File: src/rtl/vga_timing_pkg.sv
// Default 640x480 @ 60 Hz VGA timing constants shared by the display path.
package vga_timing_pkg;

    localparam int unsigned CLK_DIV   = 4;
    localparam int unsigned COORD_W   = 10;

    localparam int unsigned H_DISPLAY = 640;
    localparam int unsigned H_FRONT   = 16;
    localparam int unsigned H_SYNC    = 96;
    localparam int unsigned H_BACK    = 48;
    localparam int unsigned H_TOTAL   = H_DISPLAY + H_FRONT + H_SYNC + H_BACK;

    localparam int unsigned V_DISPLAY = 480;
    localparam int unsigned V_FRONT   = 10;
    localparam int unsigned V_SYNC    = 2;
    localparam int unsigned V_BACK    = 33;
    localparam int unsigned V_TOTAL   = V_DISPLAY + V_FRONT + V_SYNC + V_BACK;

    localparam int unsigned HSYNC_START = H_DISPLAY + H_FRONT;
    localparam int unsigned HSYNC_END   = HSYNC_START + H_SYNC - 1;
    localparam int unsigned VSYNC_START = V_DISPLAY + V_FRONT;
    localparam int unsigned VSYNC_END   = VSYNC_START + V_SYNC - 1;

endpackage

File: src/rtl/vga_sync_if.sv
// Timing bundle from the sync generator to the pixel generator and connector.
interface vga_sync_if;
    import vga_timing_pkg::*;

    logic               hsync;
    logic               vsync;
    logic               vd_on;
    logic               p_tick;
    logic               f_tick;
    logic [COORD_W-1:0] pixel_x;
    logic [COORD_W-1:0] pixel_y;

    modport master (
        output hsync, vsync, vd_on, p_tick, f_tick, pixel_x, pixel_y
    );

    modport slave (
        input hsync, vsync, vd_on, p_tick, f_tick, pixel_x, pixel_y
    );

endinterface

File: src/rtl/mod_m_counter.sv
// Free-running modulo-M counter with a terminal-count flag.
module mod_m_counter #(
    parameter int unsigned M = 4,
    parameter int unsigned W = 2
) (
    input  logic         clk,
    input  logic         rst,
    output logic [W-1:0] count,
    output logic         max_tick
);

    // Count 0..M-1 and wrap; synchronous active-low clear.
    always_ff @(posedge clk) begin
        if (!rst) begin
            count <= '0;
        end else if (count == W'(M - 1)) begin
            count <= '0;
        end else begin
            count <= count + W'(1);
        end
    end

    assign max_tick = (count == W'(M - 1));

endmodule

File: src/rtl/vga_sync.sv
// VGA sync generator: pixel-rate divider plus cascaded h/v counters.
module vga_sync #(
    parameter int unsigned CLK_DIV   = vga_timing_pkg::CLK_DIV,
    parameter int unsigned H_DISPLAY = vga_timing_pkg::H_DISPLAY,
    parameter int unsigned H_FRONT   = vga_timing_pkg::H_FRONT,
    parameter int unsigned H_SYNC    = vga_timing_pkg::H_SYNC,
    parameter int unsigned H_BACK    = vga_timing_pkg::H_BACK,
    parameter int unsigned V_DISPLAY = vga_timing_pkg::V_DISPLAY,
    parameter int unsigned V_FRONT   = vga_timing_pkg::V_FRONT,
    parameter int unsigned V_SYNC    = vga_timing_pkg::V_SYNC,
    parameter int unsigned V_BACK    = vga_timing_pkg::V_BACK
) (
    input  logic       clk,
    input  logic       rst,
    vga_sync_if.master vga
);

    localparam int unsigned CW          = vga_timing_pkg::COORD_W;
    localparam int unsigned DIV_W       = (CLK_DIV > 2) ? $clog2(CLK_DIV) : 1;
    localparam int unsigned H_TOTAL     = H_DISPLAY + H_FRONT + H_SYNC + H_BACK;
    localparam int unsigned V_TOTAL     = V_DISPLAY + V_FRONT + V_SYNC + V_BACK;
    localparam int unsigned HSYNC_START = H_DISPLAY + H_FRONT;
    localparam int unsigned HSYNC_END   = HSYNC_START + H_SYNC - 1;
    localparam int unsigned VSYNC_START = V_DISPLAY + V_FRONT;
    localparam int unsigned VSYNC_END   = VSYNC_START + V_SYNC - 1;

    logic [DIV_W-1:0] div_cnt;
    logic             p_tick;
    logic [CW-1:0]    pixel_x, pixel_y;
    logic [CW-1:0]    x_next, y_next;
    logic             hsync, vsync;
    logic             hsync_next, vsync_next;

    mod_m_counter #(
        .M (CLK_DIV),
        .W (DIV_W)
    ) u_div (
        .clk      (clk),
        .rst      (rst),
        .count    (div_cnt),
        .max_tick (p_tick)
    );

    // Next coordinates: advance x on each pixel tick, carry into y on line wrap.
    always_comb begin
        x_next = pixel_x;
        y_next = pixel_y;
        if (p_tick) begin
            if (pixel_x == CW'(H_TOTAL - 1)) begin
                x_next = '0;
                if (pixel_y == CW'(V_TOTAL - 1)) begin
                    y_next = '0;
                end else begin
                    y_next = pixel_y + CW'(1);
                end
            end else begin
                x_next = pixel_x + CW'(1);
            end
        end
    end

    // Sync levels decoded from the next coordinates so they move with the counters.
    always_comb begin
        hsync_next = !((x_next >= CW'(HSYNC_START)) && (x_next <= CW'(HSYNC_END)));
        vsync_next = !((y_next >= CW'(VSYNC_START)) && (y_next <= CW'(VSYNC_END)));
    end

    // Coordinate and sync registers; reset overrides counting.
    always_ff @(posedge clk) begin
        if (!rst) begin
            pixel_x <= '0;
            pixel_y <= '0;
            hsync   <= 1'b1;
            vsync   <= 1'b1;
        end else begin
            pixel_x <= x_next;
            pixel_y <= y_next;
            hsync   <= hsync_next;
            vsync   <= vsync_next;
        end
    end

    // Counters and divider phase must stay inside their modulus.
    a_range: assert property (@(posedge clk) disable iff (!rst)
        (32'(div_cnt) < CLK_DIV) && (32'(pixel_x) < H_TOTAL) && (32'(pixel_y) < V_TOTAL));

    assign vga.pixel_x = pixel_x;
    assign vga.pixel_y = pixel_y;
    assign vga.hsync   = hsync;
    assign vga.vsync   = vsync;
    assign vga.p_tick  = p_tick;
    assign vga.vd_on   = (pixel_x < CW'(H_DISPLAY)) && (pixel_y < CW'(V_DISPLAY));
    assign vga.f_tick  = p_tick && (pixel_x == CW'(H_TOTAL - 1)) && (pixel_y == CW'(V_TOTAL - 1));

endmodule

File: src/flat_wrapper.sv
// flat-port wrapper written by rule: the top's interface ports become plain ports
module vga_sync_flat 
#(
    parameter int unsigned CLK_DIV   = vga_timing_pkg::CLK_DIV,
    parameter int unsigned H_DISPLAY = vga_timing_pkg::H_DISPLAY,
    parameter int unsigned H_FRONT   = vga_timing_pkg::H_FRONT,
    parameter int unsigned H_SYNC    = vga_timing_pkg::H_SYNC,
    parameter int unsigned H_BACK    = vga_timing_pkg::H_BACK,
    parameter int unsigned V_DISPLAY = vga_timing_pkg::V_DISPLAY,
    parameter int unsigned V_FRONT   = vga_timing_pkg::V_FRONT,
    parameter int unsigned V_SYNC    = vga_timing_pkg::V_SYNC,
    parameter int unsigned V_BACK    = vga_timing_pkg::V_BACK
)
  (clk, rst, vga_hsync, vga_vsync, vga_vd_on, vga_p_tick, vga_f_tick, vga_pixel_x, vga_pixel_y);
  vga_sync_if vga_i ();
  input  logic clk;
  input  logic rst;
  output wire logic [$bits(vga_i.hsync)-1:0] vga_hsync;
  output wire logic [$bits(vga_i.vsync)-1:0] vga_vsync;
  output wire logic [$bits(vga_i.vd_on)-1:0] vga_vd_on;
  output wire logic [$bits(vga_i.p_tick)-1:0] vga_p_tick;
  output wire logic [$bits(vga_i.f_tick)-1:0] vga_f_tick;
  output wire logic [$bits(vga_i.pixel_x)-1:0] vga_pixel_x;
  output wire logic [$bits(vga_i.pixel_y)-1:0] vga_pixel_y;
  assign vga_hsync = vga_i.hsync;
  assign vga_vsync = vga_i.vsync;
  assign vga_vd_on = vga_i.vd_on;
  assign vga_p_tick = vga_i.p_tick;
  assign vga_f_tick = vga_i.f_tick;
  assign vga_pixel_x = vga_i.pixel_x;
  assign vga_pixel_y = vga_i.pixel_y;
  vga_sync #(.CLK_DIV(CLK_DIV), .H_DISPLAY(H_DISPLAY), .H_FRONT(H_FRONT), .H_SYNC(H_SYNC), .H_BACK(H_BACK), .V_DISPLAY(V_DISPLAY), .V_FRONT(V_FRONT), .V_SYNC(V_SYNC), .V_BACK(V_BACK)) u_core (.clk(clk), .rst(rst), .vga(vga_i));
endmodule
File: config.mk
export PLATFORM = sky130hd
export DESIGN_NAME = vga_sync_flat
export DESIGN_NICKNAME = d
export VERILOG_FILES = /design/src/rtl/vga_timing_pkg.sv /design/src/rtl/vga_sync_if.sv /design/src/rtl/mod_m_counter.sv /design/src/rtl/vga_sync.sv /design/src/flat_wrapper.sv
export SDC_FILE = /design/constraint.sdc
export NUM_CORES = 1
export LEC_CHECK = 0
export ABC_AREA = 1
export CAP_MARGIN = 10
export CORE_ASPECT_RATIO = 0.8
export CORE_MARGIN = 4
export CORE_UTILIZATION = 55
export CTS_CLUSTER_SIZE = 8
export DETAILED_ROUTE_END_ITERATION = 6
export HOLD_SLACK_MARGIN = 0.15
export MAX_ROUTING_LAYER = met4
export PLACE_DENSITY_LB_ADDON = 0.1
export SLEW_MARGIN = 20
export SYNTH_ARGS = -nofsm -noshare
export SYNTH_HDL_FRONTEND = slang
export SYNTH_SLANG_ARGS = --single-unit
File: constraint.sdc
create_clock -name clk -period 2.6 [get_ports clk]
set_input_delay 0.65 -clock clk [delete_from_list [all_inputs] [get_ports clk]]
set_output_delay 0.65 -clock clk [all_outputs]
set_load 0.05 [all_outputs]
==> flow_summary_export.csv, run 1 <==
group,metric,value,unit
status,status,"complete, no violations",
synthesis,ys_types,24,
floorplanning,start_util,57.6,%
timing,tightest_slew,0.509,ns
pwr,power_leakage,0.864,nW
setup_path,startpoint_type,"register",
clock_network,insertion_delay,0.33,ns
clock_network,clk_pin_slew_worst_paths,0.14,ns
final_layout,multiInputGateArea,800,um^2
timing,fin_skew,0.00767,ns
setup_path,crit_fanout,9,
synthesis,yosysSeqAreaShare,34.2,%
clock_network,numCtsBuffers,3,
global_route,grt_max_degree,15,
drt,wl,3470,um
placed_design,place_inst,275,
pwr,ir_worst_vdd,0.444,mV
timing,relSlewSlack,66.0,%
setup_path,required,1.95,ns
clock_network,root_buffer,"clkbuf_4",
drt,route.detailed.drc,0,
final_layout,syn_to_final_growth,27.2,%
drt,met2WireLength,1590,um
timing,fin_setup_tns,0,ns
clock_network,cts_buffer_depth,2,
synthesis,async_flop_share,0,%
final_layout,antenna_cells,0,
drt,via_count,1466,
drt,highest-signal-layer,"met4",
synthesis,synth_area_per_cell,6.57,um^2
timing,hold_slack,0.488,ns
floorplanning,num_rows,16,
clock_network,clock_sinks,24,
timing,final_hold_viol_count,0,
setup_path,cp-end-kind,"output port",
final_layout,final_layout_size_suffix_gt1_share,10.3,%
global_route,grt_remaining_overflow,0,
final_layout,fin_area,0.00179,mm^2
synthesis,synth_area,0.00141,mm^2
synthesis,ys_warn_count,0,
synthesis,synth_cells,214,
clock_network,htree_levels,1,
synthesis,synth-edff-count,0,
placed_design,place_congestion,0.882,
timing,setup_viol,0,
drt,drt_iter0_drc,75,
drt,met3_length,176,um
placed_design,io_buffers,26,
pwr,p_per_area,388,mW/mm^2
synthesis,synth_flop_cell,"dfxtp_1",
clock_network,cts_tree,"done",
floorplanning,pin_count,27,
floorplanning,die_area,0.00344,mm^2
global_route,antenna_found_initial,0,
placed_design,place_area,0.00172,mm^2
global_route,grt_use_total,23.2,%
run,cap_violations,0,
floorplanning,die_h,53.2,um
final_layout,fin_cells,279,
floorplanning,die_x,64.5,um
floorplanning,fp.coreArea,0.00244,mm^2
final_layout,fill_cells,234,
timing,max_freq,406,MHz
timing,setup_slack,0.137,ns
synthesis,synth_seq_cells,24,
timing,rsz0062_at_grt,"no",
timing,slew_viol_final,0,
setup_path,critPathArrivalTime,1.81,ns
setup_path,criticalPathCategory,"reg -> out",
placed_design,dp_hpwl,2650,um
synthesis,synth_nets,220,
clock_network,post-cts-setup-buffer-count,0,
drt,drt-wirelength-per-cell,12.4,um
global_route,grt_pass1_wl,5970,um
drt,first_pass_iters,4,
final_layout,seqCellArea,483,um^2
hold_path,hold_class,"reg -> reg",
drt,met1Wirelength,1630,um
placed_design,pre_cts_ws,0.332,ns
timing,fin_crit_sh,94.7,%
timing,period_minus_slack,2.46,ns
drt,postRouteAntennaNets,0,
global_route,grt_pass1_vias,1383,
drt,vias_per_cell,5.25,
final_layout,nets,250,
==> cell families after synthesis <==
family                   Yosys count  share of synthesized area (%)
XOR/XNOR                           3                           1.87
AO/OA/AOI/OAI                      9                           3.65
buffers and inverters             37                           10.3
flip-flops                        24                           34.2
adder cells (fa/ha/maj)            4                           3.56
AND/OR/NAND/NOR                  137                           46.4
==> final timing paths <==
path | depth (start not counted) | end | start | slack, ns
min | 1 | u_core.u_div.count[0] | u_core.u_div.count[0] | 0.49
max reg2reg | 8 | u_core.vga.pixel_y[4] | u_core.vga.pixel_x[0] | 0.88
min reg2reg | 1 | u_core.u_div.count[0] | u_core.u_div.count[0] | 0.49
max | 8 | vga_f_tick | u_core.vga.pixel_x[0] | 0.14
==> layer usage <==
metal  track usage (%)  vias up
met5                 -        -
met4              8.77        0
met3              5.52       10
met2              37.5       48
met1              28.4      680
li1                  -      728
==> power breakdown <==
part           switching [mW]  internal, mW
clock network           0.121         0.156
registers             0.00542         0.373
logic                  0.0242        0.0137
total                   0.151         0.543
==> cell type report <==
cell class              instances  area share [%]
clock buffers                   3            1.26
flip-flops and latches         24            27.0
inverters                      35            7.48
multi-input cells             153            44.7
repair buffers                 27            15.4
well taps                      36            2.52
clock inverters                 1            1.68
==> worst max-delay path: stages (launching register included) <==
cell and delay (ns):
dfxtp_2 0.41, ha_1 0.24, nand2_4 0.09, nor2_8 0.13, inv_4 0.06, nor2_8 0.18, nand2_1 0.10, inv_1 0.12
buf_12 0.15
==> sequential cells by signal, indices dropped and copies added, names as in the netlist <==
name	count
u_core.vga.hsync	1
u_core.vga.pixel_y	10
u_core.u_div.count	2
u_core.vga.vsync	1
u_core.vga.pixel_x	10
==> repair_timing <==
action | 4_1_cts | 5_1_grt
hold endpoints to repair | 0 | 0
setup endpoints to repair | 3 | 1
resized for setup | 3 | 3
hold buffers | 0 | 0
==> synth_stat cells (2+ instances only) <==
cell,number,area (um^2)
nand2_1,48,180
nor2_1,43,161
inv_1,34,128
dfxtp_1,24,480
nand3_1,16,80.1
nand4_1,9,56.3
a21oi_1,5,25.0
nand2_2,5,31.3
nor3_1,5,25.0
ha_1,4,50.1
nand3_2,3,30.0
xor2_1,3,26.3
nand2_4,2,22.5
nor2_8,2,40.0
o21ai_0,2,10.0
==> per-stage QoR <==
step	power (mW)	utilization, %
2_1_floorplan	0.409	-
3_3_place_gp	0.419	70.6
3_5_place_dp	0.421	70.6
4_1_cts	0.696	72.7
5_1_grt	0.722	73.3
6_report	0.694	73.3
==> placed cells by master (no fill, tap or decap), drive strengths merged <==
master	n
nand2	55
nor2	46
inv	35
dfxtp	24
clkdlybuf4s50	23
nand3	19
nand4	9
nor3	5
a21oi	5
ha	4
xor2	3
clkbuf	3
o21ai	2
dlygate4sd2	2
buf	2
a221oi	1
o21bai	1
nand3b	1
and2	1
or2	1
bufinv	1
Note: power is estimated with default switching activity, not from simulation.
==> inputs of run 2 (changes only) <==
--- a/config.mk
+++ b/config.mk
@@ -6,7 +6,7 @@
 export NUM_CORES = 1
 export LEC_CHECK = 0
 export ABC_AREA = 1
-export CAP_MARGIN = 10
+export CAP_MARGIN = 40
 export CORE_ASPECT_RATIO = 0.8
 export CORE_MARGIN = 4
 export CORE_UTILIZATION = 55
==> results of run 2 <==
No change in the layout: final DEF, timing and power equal those of run 1.
